--- src/rtl/instr_stream_encoder.sv ---
// Streaming mini-MIPS instruction encoder: packs field bundles into 32-bit words
// and writes them to instruction memory at consecutive word addresses.
module instr_stream_encoder #(
  parameter int ADDR_W    = 8,
  parameter int BASE_ADDR = 0,
  parameter int DEPTH     = 256
) (
  input  logic              clk,
  input  logic              rst,
  input  logic              start,
  // Handshake: a beat transfers on a rising edge where in_valid && in_ready.
  // in_ready depends only on state, never on in_valid; beats are never stalled.
  input  logic              in_valid,
  output logic              in_ready,
  input  logic              in_last,
  input  logic [5:0]        in_opcode,
  input  logic [4:0]        in_rs,
  input  logic [4:0]        in_rt,
  input  logic [4:0]        in_rd,
  input  logic [4:0]        in_shamt,
  input  logic [5:0]        in_funct,
  input  logic [15:0]       in_imm16,
  input  logic [25:0]       in_target,
  output logic              imem_we,
  output logic [ADDR_W-1:0] imem_addr,
  output logic [31:0]       imem_wdata,
  output logic              busy,
  output logic              done,
  output logic [ADDR_W:0]   word_count,
  output logic              err_unsupported,
  output logic              err_overflow,
  output logic [1:0]        state_dbg
);

  typedef enum logic [1:0] {
    IDLE = 2'd0,
    LOAD = 2'd1,
    DONE = 2'd2
  } state_e;

  state_e              state_q;
  logic                imem_we_q;
  logic [ADDR_W-1:0]   imem_addr_q;
  logic [31:0]         imem_wdata_q;
  logic [ADDR_W:0]     word_count_q;
  logic                err_unsup_q;
  logic                err_ovf_q;

  logic                enc_ok_d;
  logic [31:0]         enc_word_d;
  logic                accept;
  logic                room;

  localparam logic [ADDR_W-1:0] BASE = ADDR_W'(BASE_ADDR);
  localparam logic [ADDR_W:0]   CAP  = (ADDR_W+1)'(DEPTH);

  assign accept = in_valid && (state_q == LOAD);
  assign room   = (word_count_q < CAP);

  // Opcode/funct classification mirrors the decoder's map exactly.
  always_comb begin
    enc_ok_d   = 1'b1;
    enc_word_d = {in_opcode, in_rs, in_rt, in_rd, in_shamt, in_funct};
    case (in_opcode)
      6'b000000: begin
        case (in_funct)
          6'b100000, 6'b100010, 6'b100001, 6'b100011, 6'b111100, 6'b111101,
          6'b011000, 6'b100100, 6'b100101, 6'b100111, 6'b100110, 6'b101010,
          6'b101011:
            enc_word_d = {in_opcode, in_rs, in_rt, in_rd, in_shamt, in_funct};
          6'b000000, 6'b000010, 6'b000011, 6'b000100:
            enc_word_d = {in_opcode, 5'd0, in_rt, in_rd, in_shamt, in_funct};
          6'b001000:
            enc_word_d = {in_opcode, in_rs, 15'd0, in_funct};
          default: enc_ok_d = 1'b0;
        endcase
      end
      6'b000010, 6'b000011:
        enc_word_d = {in_opcode, in_target};
      6'b001000, 6'b001001, 6'b001010, 6'b001011, 6'b001100, 6'b001101,
      6'b001110, 6'b000100, 6'b000101, 6'b000110, 6'b000111, 6'b100000,
      6'b101000:
        enc_word_d = {in_opcode, in_rs, in_rt, in_imm16};
      6'b001111:
        enc_word_d = {in_opcode, 5'd0, in_rt, in_imm16};
      6'b110000, 6'b110001, 6'b110010, 6'b110011, 6'b110100, 6'b110101,
      6'b110110, 6'b110111:
        enc_word_d = {in_opcode, in_rs, in_rt, in_rd, in_shamt, in_funct};
      default: enc_ok_d = 1'b0;
    endcase
  end

  always_ff @(posedge clk) begin
    if (rst) begin
      state_q      <= IDLE;
      imem_we_q    <= 1'b0;
      imem_addr_q  <= BASE;
      imem_wdata_q <= 32'd0;
      word_count_q <= '0;
      err_unsup_q  <= 1'b0;
      err_ovf_q    <= 1'b0;
    end else begin
      imem_we_q <= 1'b0;
      case (state_q)
        IDLE, DONE: begin
          if (start) begin
            state_q      <= LOAD;
            word_count_q <= '0;
            err_unsup_q  <= 1'b0;
            err_ovf_q    <= 1'b0;
          end
        end
        LOAD: begin
          if (accept) begin
            if (!enc_ok_d) begin
              err_unsup_q <= 1'b1;
            end else if (room) begin
              imem_we_q    <= 1'b1;
              imem_addr_q  <= BASE + word_count_q[ADDR_W-1:0];
              imem_wdata_q <= enc_word_d;
              word_count_q <= word_count_q + (ADDR_W+1)'(1);
            end else begin
              err_ovf_q <= 1'b1;
            end
            // Session closes on the last beat even if that beat was dropped.
            if (in_last) state_q <= DONE;
          end
        end
        default: state_q <= IDLE;
      endcase
    end
  end

  assign in_ready        = (state_q == LOAD);
  assign busy            = (state_q == LOAD);
  assign done            = (state_q == DONE);
  assign imem_we         = imem_we_q;
  assign imem_addr       = imem_addr_q;
  assign imem_wdata      = imem_wdata_q;
  assign word_count      = word_count_q;
  assign err_unsupported = err_unsup_q;
  assign err_overflow    = err_ovf_q;
  assign state_dbg       = state_q;

endmodule

--- config.mk ---
export PLATFORM = sky130hd
export DESIGN_NAME = instr_stream_encoder
export DESIGN_NICKNAME = d
export VERILOG_FILES = /design/src/rtl/instr_stream_encoder.sv
export SDC_FILE = /design/constraint.sdc
export NUM_CORES = 1
export LEC_CHECK = 0
export ABC_AREA = 1
export BUFFER_PORTS_ARGS = -buffer_cell sky130_fd_sc_hd__buf_2
export CORE_ASPECT_RATIO = 1.2
export CORE_UTILIZATION = 40
export DETAILED_ROUTE_END_ITERATION = 7
export GPL_TIMING_DRIVEN = 0
export PLACE_DENSITY = 0.7
export SLEW_MARGIN = 20
export SYNTH_ARGS = -nofsm -noshare
export SYNTH_HDL_FRONTEND = slang
export SYNTH_SLANG_ARGS = --single-unit
--- constraint.sdc ---
create_clock -name clk -period 1.95 [get_ports clk]
set_input_delay 0.585 -clock clk [delete_from_list [all_inputs] [get_ports clk]]
set_output_delay 0.585 -clock clk [all_outputs]
set_load 0.02 [all_outputs]
# Word level (Yosys, flattened, before mapping)

Cells that the tools add are included.

Bits in registers: 54
Input port bits: 79
Output and inout bits: 57
Word-level logic and storage cells: 101

$add $sub $neg: 1
$lt $le $gt $ge: 1
Equality and inequality tests: 50
Muxes and demuxes: 22
Bitwise gates (word level): 3
Reduce and logical (&&, ||, !) cells: 17

Operators by type and width:

| cell                  | number |
|---|---|
| $eq A6 B6 Y1 const B  | 22 |
| $pmux W26 S4          | 1 |
| $eq A6 B4 Y1 const B  | 9 |
| $pmux W26 S2          | 1 |
| $mux W9               | 4 |
| $eq A6 B3 Y1 const B  | 5 |
| $eq A6 B2 Y1 const B  | 4 |
| $reduce_or A24 Y1     | 1 |
| $pmux W9 S2           | 1 |
| $reduce_or A18 Y1     | 1 |
| $reduce_or A13 Y1     | 1 |
| $logic_not A6 Y1      | 2 |
| $reduce_and A5 Y1     | 2 |
| $add A9 B1 Y9 const B | 1 |
| $lt A9 B9 Y1 const B  | 1 |
| $mux W1               | 8 |
| $ne A2 B2 Y1 const B  | 4 |
| $reduce_and A4 Y1     | 2 |
| $reduce_or A4 Y1      | 2 |
| $eq A6 B5 Y1 const B  | 1 |
| $mux W2               | 3 |
| $ne A2 B1 Y1 const B  | 3 |
| $pmux W1 S2           | 3 |
| $pmux W2 S2           | 1 |
| 8 further kinds       | 11 |

# Depth between registers and ports, before layout

Gate-level depths: netlist (run 1).

Depth after elaboration: 7
Mapped depth: 13
Mapped depth without buffers: 13

# Worst setup path after synthesis (run 1)

OpenSTA, ideal clock, no wires.

Path kind: input to register
Start: input port in_funct[5]
End: register imem_addr_q[6], in the netlist imem_addr[6]
Library setup time: 0.116 ns
Data arrival time: 1.630 ns
Data required time: 1.834 ns
Path slack: 0.204 ns
Stages on the path: 11
Buffers on the path: 1
Path through: nor2_1 -> nand3_1 -> nand2_1 -> inv_1 -> nand2_1 -> nand2_1 -> nand2_4 -> nand2_4 -> buf_2 -> o21ai_0 -> nor2_1

Longest elaborated chain between the ends: 5
Elaborated cells between the ends (all ways): 22
Classes of those cells: eq/ne (17); mux (2); reduce/logical (3)

Ends and longest elaborated chain:

| item                                   | RTL line | RTL |
|---|---|---|
| start, declared                        | 21       | `input logic [5:0] in_funct,` |
| $eq A6 B4 Y1 (tied with other cells)   | 66       | `case (in_funct)` |
| $reduce_or A18 Y1 (no source line) (*) | n/a      |  |
| $mux W1 (*)                            | 66       |  |
| $pmux W1 S2 (*)                        | 64       | `case (in_opcode)` |
| $reduce_and A4 Y1 (no source line) (*) | n/a      |  |
| end signal, assigned                   | 119      | `imem_addr_q <= BASE + word_count_q[ADDR_W-1:0];` |
| end, declared                          | 43       | `logic [ADDR_W-1:0] imem_addr_q;` |

Mark *: on every way between the ends. The rest lies on a longest branch, timed or not.
A chain may end at the register's enable or synchronous reset.

# Worst setup path in the final report (run 1)

Start: input port in_opcode[2]
End: register word_count_q[2], in the netlist word_count[2]

Longest elaborated chain between the ends: 5
Elaborated cells between the ends (all ways): 29
Classes of those cells: eq/ne (25); mux (1); reduce/logical (3)

Ends and longest elaborated chain:

| item                                   | RTL line | RTL |
|---|---|---|
| start, declared                        | 16       | `input logic [5:0] in_opcode,` |
| $eq A6 B4 Y1 (tied with other cells)   | 64       |  |
| $reduce_or A24 Y1 (no source line)     | n/a      |  |
| $pmux W1 S2 (*)                        | 64       |  |
| $ne A2 B1 Y1 (no source line) (*)      | n/a      |  |
| $reduce_and A5 Y1 (no source line) (*) | n/a      |  |
| end signal, assigned                   | 121      | `word_count_q <= word_count_q + (ADDR_W+1)'(1);` |
| end, declared                          | 45       | `logic [ADDR_W:0] word_count_q;` |

Marked as above.

==> results.sh, run 1 <==
export IMPL_worstSetupPathType="input port to flip-flop"
export IMPL_drt_wl_total_mm=8.33
export IMPL_power_density_nw_per_um2=702
export IMPL_synth_top_area_share_pct=36.9
export IMPL_nNetsFinal=688
export IMPL_drt_pass1_iterations=5
export IMPL_setup_viol=0
export IMPL_cts_tree="yes"
export IMPL_antenna_found_initial=0
export IMPL_peakVddDrop_uv=319
export IMPL_postSynthAreaPerCell_sq_um=6.33
export IMPL_ys_types=31
export IMPL_min_period_over_period_pct=92.5
export IMPL_crit_required_ns=2.15
export IMPL_worstMarginPinSlew_ns=0.520
export IMPL_rsz0062_at_grt="no"
export IMPL_drv_cap=0
export IMPL_grt_pass1_wl_mm=13.3
export IMPL_dpl_cell_area_sq_um=3710
export IMPL_fp_dieW_um=80.1
export IMPL_antenna_cells=0
export IMPL_slew_headroom_pct=65.0
export IMPL_portBuffers=135
export IMPL_fill_cells=744
export IMPL_cp_top_family="simple AND/OR/NAND/NOR gates"
export IMPL_path_cells="buf_2, nand2_1, inv_1, nand4_1, nand3_1, nor2_2, nand3_2, nand3_2, nand2_1, nand2_1, nor2_1"
export IMPL_final_hold_viol_count=0
export IMPL_postRouteAntennaNets=0
export IMPL_leakage_nw=2.04
export IMPL_layout_common_cells="buf_2, nor2_1, nand2_1, dfxtp_1, inv_1"
export IMPL_layout_drive_gt1_share_pct=29.3
export IMPL_dieHeight_um=95.7
export IMPL_ys_seq_elements=54
export IMPL_synth_flop_cell="dfxtp_1"
export IMPL_crit_buf_inv=2
export IMPL_gp_congestion=0.872
export IMPL_fp_coreArea_sq_um=6940
export IMPL_yosysSeqAreaShare_pct=36.9
export IMPL_fmax_mhz=555
export IMPL_overflow=0
export IMPL_vias=3415
export IMPL_fin_area_sq_um=3890
export IMPL_clk_latency_ns=0.29
export IMPL_synth_edff_count=0
export IMPL_layout_commonest_cell="buf_2"
export IMPL_syn_area_sq_um=2930
export IMPL_grt_pass1_vias=2997
export IMPL_cts_root_buf="clkbuf_8"
export IMPL_clkSlewWorstSetupHoldPaths_ns=0.09
export IMPL_utilization_pct=56.0
export IMPL_synth_area_leaders="dfxtp_1, nor2_1, nand2_1"
export IMPL_crit_arrival_ns=2.00
export IMPL_status="finished, final reports clean"
export IMPL_dp_hpwl_mm=6.70
export IMPL_die_area_sq_um=7660
export IMPL_critPathLaunchType="input port"
export IMPL_critPathMaxStageDelay_ns=0.25
export IMPL_end_kind="flip-flop"
export IMPL_clk_path_buf_depth=2
export IMPL_pin_count=136
export IMPL_final_max_slew_viol_count=0
export IMPL_grt_use_total_pct=21.9
export IMPL_synth_async_reset_ratio_pct=0
export IMPL_wire_per_inst_um=12.0
export IMPL_hold_path_class="flip-flop to flip-flop"
export IMPL_yosys_area_top_type="dfxtp_1"
export IMPL_viasPerCell=4.91
export IMPL_total_power_w=0.00273
export IMPL_numClockSinks=54
export IMPL_htreeDepth=2
export IMPL_drt_initial_drc_count=147
export IMPL_yosysWarningCount=0
export IMPL_core_rowCount=33
export IMPL_crit_slowest_cell="nor2_2"
export IMPL_start_util_pct=42.2
export IMPL_cts_hold_buffers=0
export IMPL_grt_max_degree=16
export IMPL_syn_num_nets=542
export IMPL_fin_worst_skew_ns=0.00581
export IMPL_syn_to_final_growth_pct=32.8
export IMPL_drc=0
export IMPL_cpMostUsedCell="nand2_1"
export IMPL_cp_max_fo=9
export IMPL_syn_inst=462
export IMPL_post_route_min_period_ns=1.80
export IMPL_cts_buffers=5
[cell families after synthesis]
kind of cell	after synthesis	share of synthesized area, %
AND/OR/NAND/NOR	264	38.1
adder cells (fa/ha/maj)	1	0.427
flip-flops	54	36.9
AO/OA/AOI/OAI	81	15.2
buffers and inverters	62	9.32
[synth_stat cells, types with 3 or more instances]
master	instances
o21ai_0	25
dfxtp_1	54
o21ai_1	25
a22o_1	5
a21oi_1	19
inv_2	5
buf_6	3
a21boi_0	4
inv_1	38
clkbuf_1	5
buf_2	6
nand2_1	105
nand3_1	23
nand4_1	13
nor2_1	110
[layer usage]
metal,wire [um],up-vias,GRT usage (%)
met2,4200,117,40.5
met1,3550,1516,26.1
met4,66,0,4.02
met3,519,10,4.64
li1,-,1772,-
met5,0,-,0
[worst reg2reg max path: cells and delay by family (launching register included)]
kind / cells / cell delay [ns]
AOI/OAI and AO/OA: 1 / 0.12
DFF: 1 / 0.40
buffers and inverters: 5 / 0.54
and+or+nand+nor: 4 / 0.58
[layout make-up]
| class | count | area (sq um) | share of cell area (%) |
|---|---|---|---|
| clock inverters | 1 | 30.0 | 0.773 |
| flip-flops and latches | 54 | 1080 | 27.8 |
| repair buffers | 139 | 718 | 18.5 |
| well taps | 87 | 109 | 2.80 |
| clock buffers | 6 | 82.6 | 2.12 |
| plain buffers | 16 | 100 | 2.58 |
| inverters | 46 | 175 | 4.51 |
| multi-input cells | 346 | 1590 | 40.9 |
[worst paths after layout]
path	from	endpoint	slack [ns]	depth (start not counted)
max	in_opcode[2]	word_count[2]	0.15	11
min	err_overflow	err_overflow	0.45	2
max reg2reg	state_dbg[0]	word_count[1]	0.26	10
min reg2reg	err_overflow	err_overflow	0.45	2
[power by group]
part / switching (W) / internal, W / total, W
sequential: 0.0000612 / 0.00118 / 0.00124
clock: 0.000337 / 0.000411 / 0.000748
combinational: 0.000461 / 0.000284 / 0.000746
[through the flow]
step                      TNS [ns]  instances  setup slack, ns  hold slack, ns
after floorplan                  0        462            0.204           0.525
after global placement       -9.76        684           -0.238           0.443
after detailed placement    -10.42        684           -0.251           0.440
after CTS                        0        691           0.0434           0.454
after global routing             0        695           0.0152           0.485
final                            0        695            0.147           0.454
[what timing repair did]
action / 4_1_cts / 5_1_grt
resized for setup: 0 / 6
setup endpoints to repair: 0 / 48
buffers inserted: 0 / 4
[state kept, by name, summed over array words and instances (netlist names)]
name and cells:
imem_addr 8, imem_wdata 32, err_overflow 1, imem_we 1
word_count 9, err_unsupported 1, state_dbg 2
No activity file was read; power rests on OpenSTA's default activity.
==> run 2: changes to the inputs <==
- CORE_ASPECT_RATIO: 1.2 -> 0.75
==> results.sh, run 2 (same netlist as run 1, synthesis figures left out) <==
export IMPL_slew_headroom_pct=59.1
export IMPL_critPathLaunchType="input port"
export IMPL_cts_root_buf="clkbuf_8"
export IMPL_clk_path_buf_depth=2
export IMPL_post_route_min_period_ns=1.86
export IMPL_viasPerCell=4.97
export IMPL_grt_use_total_pct=23.6
export IMPL_wire_per_inst_um=12.8
export IMPL_status="finished, final reports clean"
export IMPL_dp_hpwl_mm=7.06
export IMPL_pin_count=136
export IMPL_fp_dieW_um=101
export IMPL_whs_path_depth=2
export IMPL_grt_max_degree=17
export IMPL_layout_common_cells="buf_2, nor2_1, nand2_1, dfxtp_1, inv_1"
export IMPL_cts_tree="yes"
export IMPL_fmax_mhz=539
export IMPL_worst_slack_ns=0.0939
export IMPL_cts_buffers=5
export IMPL_start_util_pct=42.2
export IMPL_antenna_cells=0
export IMPL_nNetsFinal=689
export IMPL_peakVddDrop_uv=311
export IMPL_final_max_slew_viol_count=0
export IMPL_drc=0
export IMPL_cp_startpoint="in_opcode[2]"
export IMPL_crit_arrival_ns=2.06
export IMPL_setup_viol=0
export IMPL_ff_latch_area_sq_um=1080
export IMPL_antenna_found_initial=0
export IMPL_overflow=0
export IMPL_grt_pass1_vias=3221
export IMPL_power_density_nw_per_um2=676
export IMPL_dpl_cell_area_sq_um=3720
export IMPL_portBuffers=135
export IMPL_end_kind="flip-flop"
export IMPL_worstSetupPathType="input port to flip-flop"
export IMPL_utilization_pct=56.0
export IMPL_multi_input_area_sq_um=1590
export IMPL_core_rowCount=26
export IMPL_vias=3516
export IMPL_htreeDepth=2
export IMPL_crit_slowest_cell="clkbuf_4"
export IMPL_dpl_worst_slack_ns=-0.302
export IMPL_final_hold_viol_count=0
export IMPL_clk_latency_ns=0.30
export IMPL_reg2reg_to="imem_wdata[25]"
export IMPL_drv_cap=0
export IMPL_numClockSinks=54
export IMPL_gp_congestion=0.939
export IMPL_tns_ns=0
export IMPL_hold_path_class="flip-flop to flip-flop"
export IMPL_leakage_nw=2.03
export IMPL_worstHoldStart="err_overflow"
export IMPL_largest_reg_flops=32
export IMPL_die_area_sq_um=7670
export IMPL_layout_commonest_cell="buf_2"
export IMPL_crit_required_ns=2.15
export IMPL_cts_hold_buffers=0
export IMPL_dieHeight_um=76.1
export IMPL_syn_to_final_growth_pct=32.7
export IMPL_worstReg2RegStart="state_dbg[0]"
export IMPL_min_period_over_period_pct=95.2
export IMPL_regToRegSetupSlack_ns=0.23
export IMPL_clkSlewWorstSetupHoldPaths_ns=0.10
export IMPL_r2r_cells=10
export IMPL_worstHoldEndpoint="err_overflow"
export IMPL_holdWs_ns=0.467
export IMPL_grt_pass1_wl_mm=14.6
export IMPL_fp_coreArea_sq_um=6930
export IMPL_rsz0062_at_grt="no"
export IMPL_drt_pass1_iterations=5
export IMPL_drt_initial_drc_count=167
export IMPL_fill_cells=709
export IMPL_fin_worst_skew_ns=0.00627
export IMPL_path_cells="buf_2, nor2_1, nand3_2, inv_2, clkbuf_4, nor2_1, nand3_1, nand2_2, inv_4, nor2_1, nor2_1, nor2_1"
export IMPL_postRouteAntennaNets=0
export IMPL_cp_max_fo=10
export IMPL_worstMarginPinSlew_ns=0.607
export IMPL_drt_wl_total_mm=9.08
export IMPL_fin_area_sq_um=3880
export IMPL_layout_drive_gt1_share_pct=29.2
export IMPL_critPathMaxStageDelay_ns=0.21
export IMPL_cpMostUsedCell="nor2_1"
run 2: power breakdown:
group	leakage (nW)	internal, W	switching, W
sequential	0.439	0.00118	0.0000618
combinational	1.55	0.000289	0.000479
clock	0.0452	0.000255	0.000364
run 2: cell type report:
cell class              instances  area share, %
plain buffers                  16           2.64
repair buffers                140           18.7
clock inverters                 2          0.354
well taps                      98           3.16
flip-flops and latches         54           27.8
inverters                      46           4.57
clock buffers                   6           1.87
multi-input cells             346           40.9
run 2: through the flow:
stage                     power (W)  std cells
after detailed placement    0.00198        695
final                       0.00262        708
after global routing        0.00278        708
after CTS                   0.00260        703
after global placement      0.00197        695
after floorplan             0.00170        462
run 2: worst max path at each step:
stage | endpoint | slack, ns | cells past startpoint
after floorplan | imem_addr[6] | 0.20 | 11
after global placement | imem_wdata[13] | -0.26 | 12
after detailed placement | imem_wdata[13] | -0.30 | 12
after CTS | imem_wdata[13] | 0.03 | 12
after global routing | imem_wdata[8] | 0.02 | 12
final | imem_wdata[13] | 0.09 | 12
run 2: routing by layer:
layer  vias to the layer above  GRT usage, %  routed length (um)
met1                      1559          31.1                4160
met4                         0          5.36                 126
met2                       168          39.2                3960
met3                        14          5.05                 837
li1                       1775             -                   -
met5                         -             0                   0
run 2: what timing repair did:
| action | in CTS | in global routing |
|---|---|---|
| endpoints found under the setup margin | 0 | 35 |
| gates resized for setup | 0 | 7 |
| buffers inserted | 0 | 5 |
run 2: critical path, delay by kind of cell:
kind / cells / cell delay, ns
buffers and inverters: 4 / 0.55
AND/OR/NAND/NOR: 8 / 0.91
==> run 3: changes to the inputs <==
- CORE_UTILIZATION: 40 -> 45
- PLACE_DENSITY: 0.7 -> 0.78
==> results.sh, run 3 (same netlist as run 1, synthesis figures left out) <==
export IMPL_end_kind="output pin"
export IMPL_status="finished, final reports clean"
export IMPL_multi_input_area_sq_um=1590
export IMPL_fill_cells=620
export IMPL_whs_path_depth=2
export IMPL_largest_reg_flops=32
export IMPL_grt_pass1_wl_mm=14.3
export IMPL_final_cells=691
export IMPL_htreeDepth=2
export IMPL_met3_length_um=824
export IMPL_m1WireLength_mm=3.99
export IMPL_start_util_pct=46.5
export IMPL_overflow=0
export IMPL_core_rowCount=25
export IMPL_grt_pass1_vias=3201
export IMPL_gp_congestion=0.912
export IMPL_pin_count=136
export IMPL_cts_buffers=5
export IMPL_fin_worst_skew_ns=0.00780
export IMPL_postRouteAntennaNets=0
export IMPL_clk_latency_ns=0.30
export IMPL_clkSlewWorstSetupHoldPaths_ns=0.09
export IMPL_tns_ns=0
export IMPL_dp_hpwl_mm=6.85
export IMPL_cts_hold_buffers=0
export IMPL_cts_root_buf="clkbuf_8"
export IMPL_worstMarginPinSlew_ns=0.567
export IMPL_met2_wirelength_mm=3.82
export IMPL_wire_per_inst_um=12.6
export IMPL_dieHeight_um=71.8
export IMPL_viasPerCell=5.03
export IMPL_drt_wl_total_mm=8.73
export IMPL_hold_path_class="flip-flop to flip-flop"
export IMPL_cp_max_fo=7
export IMPL_min_period_over_period_pct=94.4
export IMPL_ff_latch_area_sq_um=1080
export IMPL_critPathLaunchType="flip-flop"
export IMPL_crit_required_ns=1.36
export IMPL_top_layer="met4"
export IMPL_drt_pass1_iterations=5
export IMPL_dp_cells=678
export IMPL_leakage_nw=2.04
export IMPL_drv_cap=0
export IMPL_grt_max_degree=16
export IMPL_syn_to_final_growth_pct=32.4
export IMPL_crit_arrival_ns=1.25
export IMPL_final_hold_viol_count=0
export IMPL_slew_headroom_pct=61.8
export IMPL_grt_use_total_pct=26.3
export IMPL_layout_commonest_cell="buf_2"
export IMPL_die_area_sq_um=6830
export IMPL_portBuffers=135
export IMPL_worstSetupPathType="flip-flop to output pin"
export IMPL_fmax_mhz=544
export IMPL_nNetsFinal=689
export IMPL_final_max_slew_viol_count=0
export IMPL_drc=0
export IMPL_layout_drive_gt1_share_pct=29.3
export IMPL_clk_path_buf_depth=2
export IMPL_layout_common_cells="buf_2, nor2_1, nand2_1, dfxtp_1, inv_1"
export IMPL_peakVddDrop_uv=445
export IMPL_cts_tree="yes"
export IMPL_power_density_nw_per_um2=699
export IMPL_setup_viol=0
export IMPL_post_route_min_period_ns=1.84
export IMPL_r2r_cells=9
export IMPL_antenna_found_initial=0
export IMPL_rsz0062_at_grt="yes"
export IMPL_vias=3473
export IMPL_fp_coreArea_sq_um=6290
export IMPL_fp_dieW_um=95.1
export IMPL_drt_initial_drc_count=148
export IMPL_antenna_cells=0
export IMPL_numClockSinks=54
run 3: worst paths after layout:
kind                         from              end  slack [ns]
hold / removal    err_unsupported  err_unsupported        0.47
hold reg to reg   err_unsupported  err_unsupported        0.47
setup reg to reg     state_dbg[0]   imem_wdata[18]        0.27
setup / recovery     state_dbg[0]         in_ready        0.11
run 3: worst max-delay path, stage by stage, from the launching register on:
cell and delay, ns:
dfxtp_1 0.43, inv_2 0.06, nor2_4 0.19, buf_4 0.13, buf_2 0.15
run 3: layer usage:
| layer | track usage, % | vias to the layer above |
|---|---|---|
| met5 | 0 | - |
| met4 | 5.72 | 0 |
| met3 | 6.37 | 9 |
| met2 | 43.7 | 153 |
| met1 | 34.5 | 1534 |
| li1 | - | 1777 |
run 3: area by class of cell:
class                           instances  share of cell area [%]
Timing Repair Buffer                  140                    18.4
Sequential cell                        54                    27.9
Buffer                                 16                    2.65
Clock buffer                            8                    2.84
Multi-Input combinational cell        346                    41.0
Tap cell                               81                    2.62
Inverter                               46                    4.59
run 3: timing repair:
action | CTS | global route
endpoints found under the setup margin | 0 | 39
resized for setup | 0 | 9
setup buffers | 0 | 5
run 3: where the power goes:
group          total [W]  internal [W]  switching (W)
registers        0.00124       0.00118      0.0000616
clock network   0.000722      0.000360       0.000363
logic           0.000749      0.000279       0.000469
run 3: per-stage QoR:
stage	hold WS (ns)	instance area (sq um)	util (%)	power (W)	setup WS, ns
floorplan	0.525	2930	-	0.00170	0.204
global placement	0.446	3700	58.9	0.00196	-0.218
detailed placement	0.454	3700	58.9	0.00198	-0.252
CTS	0.468	3810	60.7	0.00268	0.0549
global route	0.493	3870	61.6	0.00285	-0.0145
finish	0.467	3870	61.6	0.00271	0.110
